$ cat src/rtl/transmission_estimator_if.sv
`default_nettype none
// transmission_estimator_if: pixel stream, atmospheric-light handoff and transmission outputs.
// The t_min/t_max members exist only when TE_FRAME_STATS_EN is defined.
interface transmission_estimator_if;
  logic [23:0] input_pixel;
  logic        input_is_valid;
  logic [7:0]  A_R;
  logic [7:0]  A_G;
  logic [7:0]  A_B;
  logic [15:0] Inv_A_R;
  logic [15:0] Inv_A_G;
  logic [15:0] Inv_A_B;
  logic        ale_valid;
  logic [23:0] output_pixel;
  logic [7:0]  transmission;
  logic        output_is_valid;
  logic        frame_done;
  logic        drop_err;
`ifdef TE_FRAME_STATS_EN
  logic [7:0]  t_min;
  logic [7:0]  t_max;
`endif

  modport master (
    output input_pixel, input_is_valid, A_R, A_G, A_B,
    output Inv_A_R, Inv_A_G, Inv_A_B, ale_valid,
    input  output_pixel, transmission, output_is_valid, frame_done, drop_err
`ifdef TE_FRAME_STATS_EN
    , input t_min, t_max
`endif
  );

  modport slave (
    input  input_pixel, input_is_valid, A_R, A_G, A_B,
    input  Inv_A_R, Inv_A_G, Inv_A_B, ale_valid,
    output output_pixel, transmission, output_is_valid, frame_done, drop_err
`ifdef TE_FRAME_STATS_EN
    , output t_min, t_max
`endif
  );
endinterface
`default_nettype wire

$ cat src/rtl/transmission_estimator.sv
`default_nettype none
// transmission_estimator: t = max(T0, 255 - OMEGA*min_c(I_c/A_c)) in Q0.8, 4-cycle pipeline.
// Define TE_FRAME_STATS_EN to add per-frame t_min/t_max outputs.
module transmission_estimator #(
  parameter int NUM_PIXELS = 262144,
  parameter int OMEGA      = 243,
  parameter int T0         = 26
) (
  input  logic                    clk,
  input  logic                    rst,
  transmission_estimator_if.slave bus
);

  localparam int               CNT_W     = (NUM_PIXELS > 1) ? $clog2(NUM_PIXELS) : 1;
  localparam logic [CNT_W-1:0] LAST_IDX  = CNT_W'(NUM_PIXELS - 1);
  localparam logic [7:0]       OMEGA_Q8  = 8'(OMEGA);
  localparam logic [7:0]       T0_Q8     = 8'(T0);
  localparam logic [0:0]       ST_WAIT_A = 1'b0;
  localparam logic [0:0]       ST_RUN    = 1'b1;

  logic [0:0]       state_q, state_d;
  logic [CNT_W-1:0] cnt_q, cnt_d;
  logic [47:0]      inv_q, inv_d;
  logic [47:0]      pend_inv_q, pend_inv_d;
  logic             pend_q, pend_d;
  logic             drop_q, drop_d;
  logic             accept, eof;
  logic [47:0]      new_inv;

  assign new_inv = {bus.Inv_A_R, bus.Inv_A_G, bus.Inv_A_B};

  always_comb begin
    state_d    = state_q;
    cnt_d      = cnt_q;
    inv_d      = inv_q;
    pend_inv_d = pend_inv_q;
    pend_d     = pend_q;
    drop_d     = drop_q;
    accept     = 1'b0;
    eof        = 1'b0;
    case (state_q)
      ST_WAIT_A: begin
        if (bus.input_is_valid) drop_d = 1'b1;
        if (bus.ale_valid) begin
          inv_d   = new_inv;
          state_d = ST_RUN;
        end
      end
      ST_RUN: begin
        if (bus.input_is_valid) begin
          accept = 1'b1;
          if (cnt_q == LAST_IDX) begin
            eof   = 1'b1;
            cnt_d = '0;
          end else begin
            cnt_d = cnt_q + 1'b1;
          end
        end
        // Active values only change at a frame boundary; mid-frame updates wait in pending.
        if (eof) begin
          if (pend_q) begin
            inv_d  = pend_inv_q;
            pend_d = bus.ale_valid;
            if (bus.ale_valid) pend_inv_d = new_inv;
          end else if (bus.ale_valid) begin
            inv_d = new_inv;
          end else begin
            state_d = ST_WAIT_A;
          end
        end else if (bus.ale_valid) begin
          pend_inv_d = new_inv;
          pend_d     = 1'b1;
        end
      end
      default: state_d = ST_WAIT_A;
    endcase
  end

  always_ff @(posedge clk or negedge rst) begin
    if (!rst) begin
      state_q    <= ST_WAIT_A;
      cnt_q      <= '0;
      inv_q      <= '0;
      pend_inv_q <= '0;
      pend_q     <= 1'b0;
      drop_q     <= 1'b0;
    end else begin
      state_q    <= state_d;
      cnt_q      <= cnt_d;
      inv_q      <= inv_d;
      pend_inv_q <= pend_inv_d;
      pend_q     <= pend_d;
      drop_q     <= drop_d;
    end
  end

  // The low byte of I*Inv never reaches the result, so stage 1 keeps only p >> 8.
  function automatic logic [15:0] scale(input logic [7:0] i, input logic [15:0] inv);
    logic [23:0] p;
    p = {16'd0, i} * {8'd0, inv};
    return 16'(p >> 8);
  endfunction

  function automatic logic [7:0] sat8(input logic [15:0] n);
    return (|n[15:8]) ? 8'hFF : n[7:0];
  endfunction

  function automatic logic [7:0] min3(input logic [7:0] a, input logic [7:0] b, input logic [7:0] c);
    logic [7:0] ab;
    ab = (a < b) ? a : b;
    return (ab < c) ? ab : c;
  endfunction

  logic        v1_q, v2_q, v3_q, eof1_q, eof2_q, eof3_q;
  logic [23:0] pix1_q, pix2_q, pix3_q;
  logic [15:0] nr1_q, ng1_q, nb1_q;
  logic [7:0]  m2_q, k3_q;
  logic        out_v_q, fd_q;
  logic [23:0] opix_q;
  logic [7:0]  t_q;
  logic [7:0]  t_raw, t_clamped;

  assign t_raw     = 8'd255 - k3_q;
  assign t_clamped = (t_raw < T0_Q8) ? T0_Q8 : t_raw;

  always_ff @(posedge clk or negedge rst) begin
    if (!rst) begin
      v1_q <= 1'b0; v2_q <= 1'b0; v3_q <= 1'b0;
      eof1_q <= 1'b0; eof2_q <= 1'b0; eof3_q <= 1'b0;
      pix1_q <= '0; pix2_q <= '0; pix3_q <= '0;
      nr1_q <= '0; ng1_q <= '0; nb1_q <= '0;
      m2_q <= '0; k3_q <= '0;
      out_v_q <= 1'b0; fd_q <= 1'b0; opix_q <= '0; t_q <= '0;
    end else begin
      v1_q    <= accept;
      eof1_q  <= accept & eof;
      v2_q    <= v1_q;
      eof2_q  <= eof1_q;
      v3_q    <= v2_q;
      eof3_q  <= eof2_q;
      out_v_q <= v3_q;
      fd_q    <= eof3_q;
      if (accept) begin
        pix1_q <= bus.input_pixel;
        nr1_q  <= scale(bus.input_pixel[23:16], inv_q[47:32]);
        ng1_q  <= scale(bus.input_pixel[15:8],  inv_q[31:16]);
        nb1_q  <= scale(bus.input_pixel[7:0],   inv_q[15:0]);
      end
      if (v1_q) begin
        pix2_q <= pix1_q;
        m2_q   <= min3(sat8(nr1_q), sat8(ng1_q), sat8(nb1_q));
      end
      if (v2_q) begin
        pix3_q <= pix2_q;
        k3_q   <= 8'(({8'd0, OMEGA_Q8} * {8'd0, m2_q}) >> 8);
      end
      if (v3_q) begin
        opix_q <= pix3_q;
        t_q    <= t_clamped;
      end
    end
  end

  assign bus.output_pixel    = opix_q;
  assign bus.transmission    = t_q;
  assign bus.output_is_valid = out_v_q;
  assign bus.frame_done      = fd_q;
  assign bus.drop_err        = drop_q;

`ifdef TE_FRAME_STATS_EN
  logic       first_q;
  logic [7:0] tmin_q, tmax_q;

  always_ff @(posedge clk or negedge rst) begin
    if (!rst) begin
      first_q <= 1'b1;
      tmin_q  <= '0;
      tmax_q  <= '0;
    end else if (v3_q) begin
      if (first_q) begin
        tmin_q <= t_clamped;
        tmax_q <= t_clamped;
      end else begin
        if (t_clamped < tmin_q) tmin_q <= t_clamped;
        if (t_clamped > tmax_q) tmax_q <= t_clamped;
      end
      first_q <= eof3_q;
    end
  end

  assign bus.t_min = tmin_q;
  assign bus.t_max = tmax_q;
`endif

endmodule
`default_nettype wire

$ cat src/flat_wrapper.sv
// flat-port wrapper written by rule: the top's interface ports become plain ports
module transmission_estimator_flat 
#(
  parameter int NUM_PIXELS = 262144,
  parameter int OMEGA      = 243,
  parameter int T0         = 26
)
  (clk, rst, bus_input_pixel, bus_input_is_valid, bus_A_R, bus_A_G, bus_A_B, bus_Inv_A_R, bus_Inv_A_G, bus_Inv_A_B, bus_ale_valid, bus_output_pixel, bus_transmission, bus_output_is_valid, bus_frame_done, bus_drop_err);
  transmission_estimator_if bus_i ();
  input  logic clk;
  input  logic rst;
  input wire logic [$bits(bus_i.input_pixel)-1:0] bus_input_pixel;
  input wire logic [$bits(bus_i.input_is_valid)-1:0] bus_input_is_valid;
  input wire logic [$bits(bus_i.A_R)-1:0] bus_A_R;
  input wire logic [$bits(bus_i.A_G)-1:0] bus_A_G;
  input wire logic [$bits(bus_i.A_B)-1:0] bus_A_B;
  input wire logic [$bits(bus_i.Inv_A_R)-1:0] bus_Inv_A_R;
  input wire logic [$bits(bus_i.Inv_A_G)-1:0] bus_Inv_A_G;
  input wire logic [$bits(bus_i.Inv_A_B)-1:0] bus_Inv_A_B;
  input wire logic [$bits(bus_i.ale_valid)-1:0] bus_ale_valid;
  output wire logic [$bits(bus_i.output_pixel)-1:0] bus_output_pixel;
  output wire logic [$bits(bus_i.transmission)-1:0] bus_transmission;
  output wire logic [$bits(bus_i.output_is_valid)-1:0] bus_output_is_valid;
  output wire logic [$bits(bus_i.frame_done)-1:0] bus_frame_done;
  output wire logic [$bits(bus_i.drop_err)-1:0] bus_drop_err;
  assign bus_i.input_pixel = bus_input_pixel;
  assign bus_i.input_is_valid = bus_input_is_valid;
  assign bus_i.A_R = bus_A_R;
  assign bus_i.A_G = bus_A_G;
  assign bus_i.A_B = bus_A_B;
  assign bus_i.Inv_A_R = bus_Inv_A_R;
  assign bus_i.Inv_A_G = bus_Inv_A_G;
  assign bus_i.Inv_A_B = bus_Inv_A_B;
  assign bus_i.ale_valid = bus_ale_valid;
  assign bus_output_pixel = bus_i.output_pixel;
  assign bus_transmission = bus_i.transmission;
  assign bus_output_is_valid = bus_i.output_is_valid;
  assign bus_frame_done = bus_i.frame_done;
  assign bus_drop_err = bus_i.drop_err;
  transmission_estimator #(.NUM_PIXELS(NUM_PIXELS), .OMEGA(OMEGA), .T0(T0)) u_core (.clk(clk), .rst(rst), .bus(bus_i));
endmodule
$ cat config.mk
export PLATFORM = sky130hd
export DESIGN_NAME = transmission_estimator_flat
export DESIGN_NICKNAME = d
export VERILOG_FILES = /design/src/rtl/transmission_estimator_if.sv /design/src/rtl/transmission_estimator.sv /design/src/flat_wrapper.sv
export SDC_FILE = /design/constraint.sdc
export NUM_CORES = 1
export LEC_CHECK = 0
export BUFFER_PORTS_ARGS = -buffer_cell sky130_fd_sc_hd__buf_2
export CORE_MARGIN = 2
export CORE_UTILIZATION = 50
export DETAILED_ROUTE_END_ITERATION = 8
export PLACE_DENSITY = 0.67
export SETUP_SLACK_MARGIN = 0.1
export SLEW_MARGIN = 30
export SYNTH_ARGS = -nofsm -noshare
export SYNTH_HDL_FRONTEND = slang
export SYNTH_SLANG_ARGS = --single-unit
$ cat constraint.sdc
create_clock -name clk -period 10.7 [get_ports clk]
set_input_delay 0.535 -clock clk [delete_from_list [all_inputs] [get_ports clk]]
set_output_delay 0.535 -clock clk [all_outputs]
set_load 0.01 [all_outputs]
==> qor.txt, run 1 <==
Status = completed
CP arrival = 5620 ps
Pin count of the biggest net entering global routing = 80
Hold-critical path depth = 2
Resized cells post-CTS = 0
R2R cell count = 17
EDFF count, synth = 0
Initial antenna violation count = 1
Top cells by area, synth = dfrtp_1, fa_1, ha_1
Async S/R FF share, synth = 1.00
Min cycle time layout = 5220 ps
Gp weighted congestion = 0.842
CP max stage delay = 540 ps
Post-CTS Setup Repair Bufs = 0
Register bit total from synthesis = 293
Fmax = 192 MHz
Instance count of the mapped netlist = 2326
Register area share after synthesis = 0.303
Vias in the first global route = 17900
TritonCTS buffer count = 36
Critical Path, Cell by Cell = nand2_1 -> fa_1 -> fa_1 -> inv_1 -> fa_1 -> inv_1 -> fa_1 -> inv_1 -> ha_1 -> a21o_1 -> a21o_1 -> a41o_1 -> a31oi_1 -> o21ai_0 -> a221o_1 -> xnor2_1 -> o21ai_0
Post-DP HPWL = 37.3 mm
Worst skew pair latency = 560 ps
Sink Count = 293
# rows = 80
Skew final = 29.9 ps
Max Slew Vio Count = 0
Final Hold Vio Count = 0
First-pass GRT wire length = 88.3 mm
Max clock buf depth = 3
Most used cell, CP = fa_1
Wirelength, routed = 50.7 mm
Period utilization = 0.488
Min-Delay Path Class = in -> reg
GRT overflow = 0
Crit path max-delay cell type = dfrtp_1
Filler Cell Count = 4174
Post-synth top area cell = dfrtp_1
First-pass DRT Iterations = 5
Mapped Nets = 2866
Finish-stage setup viols = 0
Crit Path Class = reg -> reg
Crit. End Element = flip-flop
Starting Density = 0.506
Mapped Avg Cell Area = 10.4 um2
Die area = 50100 um2
PD cells = 291 nW/um2
Leak pwr = 13.3 nW
Critical Path RT = 11100 ps
Synth-to-Final Area Change = 9.67%
Slew @ Worst Pin = 826 ps
Setup TNS = 0 ps
CTS tree = built
Io pins = 135
Gr usage total = 0.216
Per-cell routed wire length = 16.7 um
H-tree depth = 2
Total number of vias = 16400
Die W = 224 um
Diodes inserted = 0
Worst Path Max Fanout = 9
Rel. slew slack = 0.448
Most frequent cells in the layout = inv_1, and2_1, dfrtp_1
DRC Markers = 0
VDD IR max = 0.000376 V
Remaining antenna violation count = 0
Core Footprint = 47700 um2
CP Launch Type = flip-flop
Commonest non-fill, non-tap cell in the layout = inv_1
DR vias/cell = 5.39
Post-synthesis cell type count = 66
Ys Warns = 0
Final core occ = 0.555
Clock root cell = clkbuf_16
Max Cap Violations = 0
Layout cell share with drive strength beyond 1 = 0.135
IO Port Bufs = 110
Final net count = 2943
DRT iter0 DRCs = 787
Cell area after synthesis = 24200 um2
Post-synth top area share = 0.303
Die H = 224 um
Clk slew on worst S/H paths = 60 ps
RSZ-0062 raised after global routing = false
Primary FF master, synth = dfrtp_1
-- synth_stat cells (8+ instances only) --
library cell,instances
a21o_1,27
a21oi_1,40
a2bb2oi_1,47
a31oi_1,9
and2_1,311
and3_1,8
buf_1,8
clkbuf_1,65
dfrtp_1,293
fa_1,266
ha_1,174
inv_1,335
mux2_2,108
mux2_4,20
mux2i_1,12
nand2_1,231
nand3_1,13
nand4_1,10
nor2_1,61
nor3_1,8
o21a_1,8
o21ai_0,55
o22ai_1,50
o31ai_1,8
xnor2_1,44
xor2_1,20
-- logic make-up after synthesis --
| family | Yosys count | synth area share |
|---|---|---|
| DFF | 293 | 0.303 |
| adders and majority gates | 440 | 0.311 |
| xor gates and xnor gates | 64 | 0.0232 |
| buffers and inverters | 420 | 0.0667 |
| muxes | 140 | 0.0677 |
| and+or+nand+nor | 685 | 0.148 |
| AOI/OAI and AO/OA | 284 | 0.0800 |
-- stage by stage --
stage	power (mW)	cells	hold WS [ps]	cell area, um2	worst slack [ps]
2_1_floorplan	5.45	2326	239	24200	5730
3_3_place_gp	6.30	2979	342	25200	5330
3_5_place_dp	6.52	2979	343	25200	5220
4_1_cts	7.83	3044	201	26500	5440
5_1_grt	8.61	3044	213	26500	4940
6_report	7.72	3044	227	26500	5480
-- worst paths after layout --
| path | from | to | slack, ps |
|---|---|---|---|
| max reg2reg | u_core.inv_q[21] | u_core.ng1_q[15] | 5480 |
| min | bus_Inv_A_G[2] | u_core.pend_inv_q[18] | 230 |
| max in group asynchronous | rst | u_core.eof1_q | 9010 |
| max | u_core.inv_q[21] | u_core.ng1_q[15] | 5480 |
| min in group asynchronous | rst | u_core.pix3_q[13] | 580 |
| min reg2reg | u_core.eof2_q | u_core.eof3_q | 350 |
-- cell type report --
class	instances	area, um2	share of cell area
Multi-Input combinational cell	1613	15200	0.575
Sequential cell	293	7330	0.277
Timing Repair Buffer	123	672	0.0254
Inverter	336	1260	0.0476
Tap cell	615	769	0.0290
Clock buffer	47	1030	0.0391
Clock inverter	17	196	0.00741
-- metal layers --
layer | share of wire | vias up | GRT usage
met5 | 0 | - | 0
met4 | 0.018 | 0 | 0.0559
met3 | 0.043 | 65 | 0.0337
met2 | 0.47 | 272 | 0.363
met1 | 0.46 | 8389 | 0.294
li1 | - | 7675 | -
-- power breakdown --
group          internal (mW)  switching (mW)
logic                   2.29            2.58
registers               1.38           0.211
clock network          0.761           0.488
-- critical path, delay by kind of cell (launching register included) --
kind | cells | cell delay [ps]
AO/OA/AOI/OAI | 7 | 1750
XOR/XNOR | 1 | 200
adder cells (fa/ha/maj) | 5 | 2310
buffers and inverters | 3 | 150
flip-flops | 1 | 540
AND/OR/NAND/NOR | 1 | 130
-- timing repair --
action / 4_1_cts / 5_1_grt
setup endpoints to repair: 0 / 0
hold endpoints to repair: 74 / 0
hold buffers: 1 / 0
-- sequential cells by signal, indices dropped and copies added, names as in the netlist, 8 cells and up --
signal and cells:
u_core.bus.output_pixel 24, u_core.inv_q 48, u_core.ng1_q 16, u_core.pix1_q 24, u_core.pend_inv_q 48, u_core.bus.transmission 8
u_core.nr1_q 16, u_core.cnt_q 18, u_core.pix3_q 24, u_core.m2_q 8, u_core.k3_q 8, u_core.nb1_q 16
u_core.pix2_q 24
(Power assumes the default switching activity.)
==> run 2, diff against run 1 <==
Settings changed: ABC_AREA set to 1.
Clock period 10.7 ns to 5.2 ns, I/O delays scaled along.
==> run 2 against run 1 <==
  * Critical path depth rose by 5
  * Routed wire length up 14%
  * First-iteration DRC count is 62% higher
  * Via count rose by 25%
  * Combinational power decreased by 43%
  * Power increased by 4.5%
  * Worst hold slack lost 210 ps
  * Sequential share of layout area fell by 2.4 points
==> qor.txt, run 2 <==
Status = completed
Worst skew pair latency = 560 ps (about the same)
Register bit total from synthesis = 293 (unchanged)
DR vias/cell = 4.91 (-8.8%)
Leak pwr = 17.2 nW (+29%)
HP Start = bus_Inv_A_G[0]
CP Launch Type = flip-flop
Per-cell routed wire length = 13.8 um (-17%)
DRT iter0 DRCs = 1275 (+62%)
Met3 GRT Util = 0.0260 (-0.00771)
Async S/R FF share, synth = 1.00 (unchanged)
CP delay by family, top = adder cells
Register area share after synthesis = 0.278 (-0.0252)
Clock root cell = clkbuf_16
Synth-to-Final Area Change = 10.1%
First-pass DRT Iterations = 5 (unchanged)
Starting Density = 0.503 (-0.00253)
Min cycle time layout = 4840 ps (-376 ps)
Gp weighted congestion = 0.890 (+5.7%)
Io pins = 135 (unchanged)
Mapped Nets = 3962 (+38%)
Critical Path, Cell by Cell = nand2_1 -> fa_1 -> fa_1 -> inv_1 -> fa_1 -> inv_1 -> fa_1 -> inv_1 -> ha_1 -> a21oi_1 -> o21ai_1 -> nand2_1 -> o211ai_1 -> a31oi_1 -> o21bai_1 -> nand3_1 -> nand2_1 -> nand2_1 -> nand3_1 -> or2_2 -> nand3_1 -> nand2_1
Total number of vias = 20600 (+25%)
Primary FF master, synth = dfrtp_1
Vias in the first global route = 19700 (+10%)
Hold-critical path depth = 3 (+1)
GRT overflow = 0 (unchanged)
IO Port Bufs = 110 (unchanged)
Final Hold Vio Count = 0 (unchanged)
Skew final = 14.0 ps (-15.9 ps)
Remaining antenna violation count = 0 (unchanged)
Crit path max-delay cell type = dfrtp_1
Critical Path RT = 5650 ps (-5450 ps)
CP max stage delay = 550 ps (about the same)
Post-synthesis cell type count = 56 (-15%)
Max Cap Violations = 0 (unchanged)
Ys Warns = 0 (unchanged)
First-pass GRT wire length = 98.7 mm (+12%)
Min-Delay Path Class = in -> reg
Mapped Avg Cell Area = 7.70 um2 (-26%)
Reg2reg setup slack = 360 ps (-5120 ps)
Wirelength, routed = 57.9 mm (+14%)
Crit Path Class = reg -> reg
Slew @ Worst Pin = 869 ps (+43.3 ps)
Reg-to-Reg Start = u_core.inv_q[20]
Synth Area in Compound Gates = 0.0981 (+0.0181)
Finish-stage setup viols = 0 (unchanged)
Crit. End Element = flip-flop
Initial antenna violation count = 1 (unchanged)
Gr busiest metal = met2
Max Slew Vio Count = 0 (unchanged)
Post-Synth Simple-Gate Area = 0.187 (+0.0390)
Post-DP HPWL = 44.1 mm (+18%)
Most used cell, CP = nand2_1
Instance count of the mapped netlist = 3422 (+47%)
Largest regs = u_core.inv_q x48, u_core.pend_inv_q x48
Synth Area in Adders = 0.285 (-0.0258)
Post-synth top area share = 0.278 (-0.0252)
Largest family of logic cells by synthesized area = adder cells
Die H = 234 um (+4.4%)
Pin count of the biggest net entering global routing = 122 (+53%)
Period utilization = 0.931 (+0.444)
Die W = 234 um (+4.4%)
H-tree depth = 2 (unchanged)
Total chip power = 8.07 mW (+4.5%)
Cell area after synthesis = 26400 um2 (+9.1%)
DRC Markers = 0 (unchanged)
Clk slew on worst S/H paths = 60 ps (about the same)
Multiplexer share of the synthesized area = 0.000427 (-0.0673)
Met1 Track Usage GR = 0.333 (+0.0390)
Sink Count = 293 (unchanged)
EDFF count, synth = 0 (unchanged)
Crit path from = u_core.inv_q[20]
FF-to-FF End = u_core.ng1_q[14]
CTS tree = built
Diodes inserted = 0 (unchanged)
Final net count = 4014 (+36%)
Post-CTS Setup Repair Bufs = 0 (unchanged)
PD cells = 278 nW/um2 (-4.5%)
CP arrival = 5290 ps (-330 ps)
Fmax = 206 MHz (+7.8%)
Rel. slew slack = 0.421 (-0.0279)
# rows = 84 (+5.0%)
Top cells by area, synth = dfrtp_1, fa_1, nand2_1
WP buf/inv = 3 (unchanged)
WHS Endpoint = u_core.pend_inv_q[16]
Worst Path Max Fanout = 10 (+1)
Setup TNS = 0 ps (unchanged)
R2R cell count = 22 (+5)
Max clock buf depth = 3 (unchanged)
Die area = 54600 um2 (+8.9%)
Most frequent cells in the layout = nand2_1, inv_1, dfrtp_1
Post-synth top area cell = dfrtp_1
TritonCTS buffer count = 36 (unchanged)
RSZ-0062 raised after global routing = true
Top-count cell post-synth = nand2_1
Gr usage total = 0.222 (+0.00622)
Most common library cells after synthesis = nand2_1, inv_1, dfrtp_1
Commonest non-fill, non-tap cell in the layout = nand2_1
VDD IR max = 0.000376 V (about the same)
Met2 usage = 0.342 (-0.0214)
Post-Synth XOR/XNOR Area = 0.0110 (-0.0122)
Layout cell share with drive strength beyond 1 = 0.0734 (-0.0612)
Core Footprint = 52300 um2 (+9.6%)
run 2: power by group:
| group | switching (mW) | leakage (nW) | internal (mW) |
|---|---|---|---|
| Sequential | 0.168 | 3.73 | 2.53 |
| Combinational | 1.59 | 12.9 | 1.17 |
| Clock | 1.04 | 0.617 | 1.57 |
| Total | 2.80 | 17.2 | 5.26 |
run 2: per-layer routing:
metal  vias up  share of wire
met3        75          0.046
met2       404           0.43
met4         2          0.022
met1      9697           0.50
met5         -        0.00022
li1      10400              -
run 2: kinds of logic after synthesis:
family,Yosys count
buffers and inverters,970
and+or+nand+nor,1227
DFF,293
muxes,1
adders and majority gates,440
xor gates and xnor gates,33
AOI/OAI and AO/OA,458
run 2: area by class of cell:
cell class | instances | area, um2
multi-input cells | 2159 | 15300
clock buffers | 48 | 1040
well taps | 688 | 861
repair buffers | 182 | 1230
fillers | 4910 | 23300
inverters | 802 | 3010
clock inverters | 17 | 208
flip-flops and latches | 293 | 7340
run 2: metrics by stage:
stage / area [um2] / utilization / hold slack, ps / instances / worst slack, ps
after floorplan: 26400 / - / -35.6 / 3422 / 479
after global placement: 27300 / 0.522 / 195 / 4080 / 334
after detailed placement: 27300 / 0.522 / 195 / 4080 / 304
after CTS: 29000 / 0.554 / 3.51 / 4189 / 375
after global routing: 29000 / 0.554 / 37.5 / 4189 / 98.3
final: 29000 / 0.554 / 21.5 / 4189 / 357
run 2: what timing repair did:
item | 4_1_cts | 5_1_grt
hold buffers | 44 | 0
endpoints found under the setup margin | 0 | 3
hold endpoints to repair | 92 | 0
gates resized for setup | 0 | 4
run 2: worst max path at each step:
stage                             endpoint  slack, ps  cells after the start
after global placement    u_core.ng1_q[14]        330                     23
after CTS                 u_core.ng1_q[14]        380                     22
after floorplan           u_core.ng1_q[14]        480                     24
after detailed placement  u_core.ng1_q[14]        300                     23
final                     u_core.ng1_q[14]        360                     22
after global routing      u_core.nr1_q[10]        100                     20
run 2: worst min-delay path: cells and delay by family:
family                 cells  cell delay [ps]
buffers and inverters      2              180
AOI/OAI and AO/OA          1               90
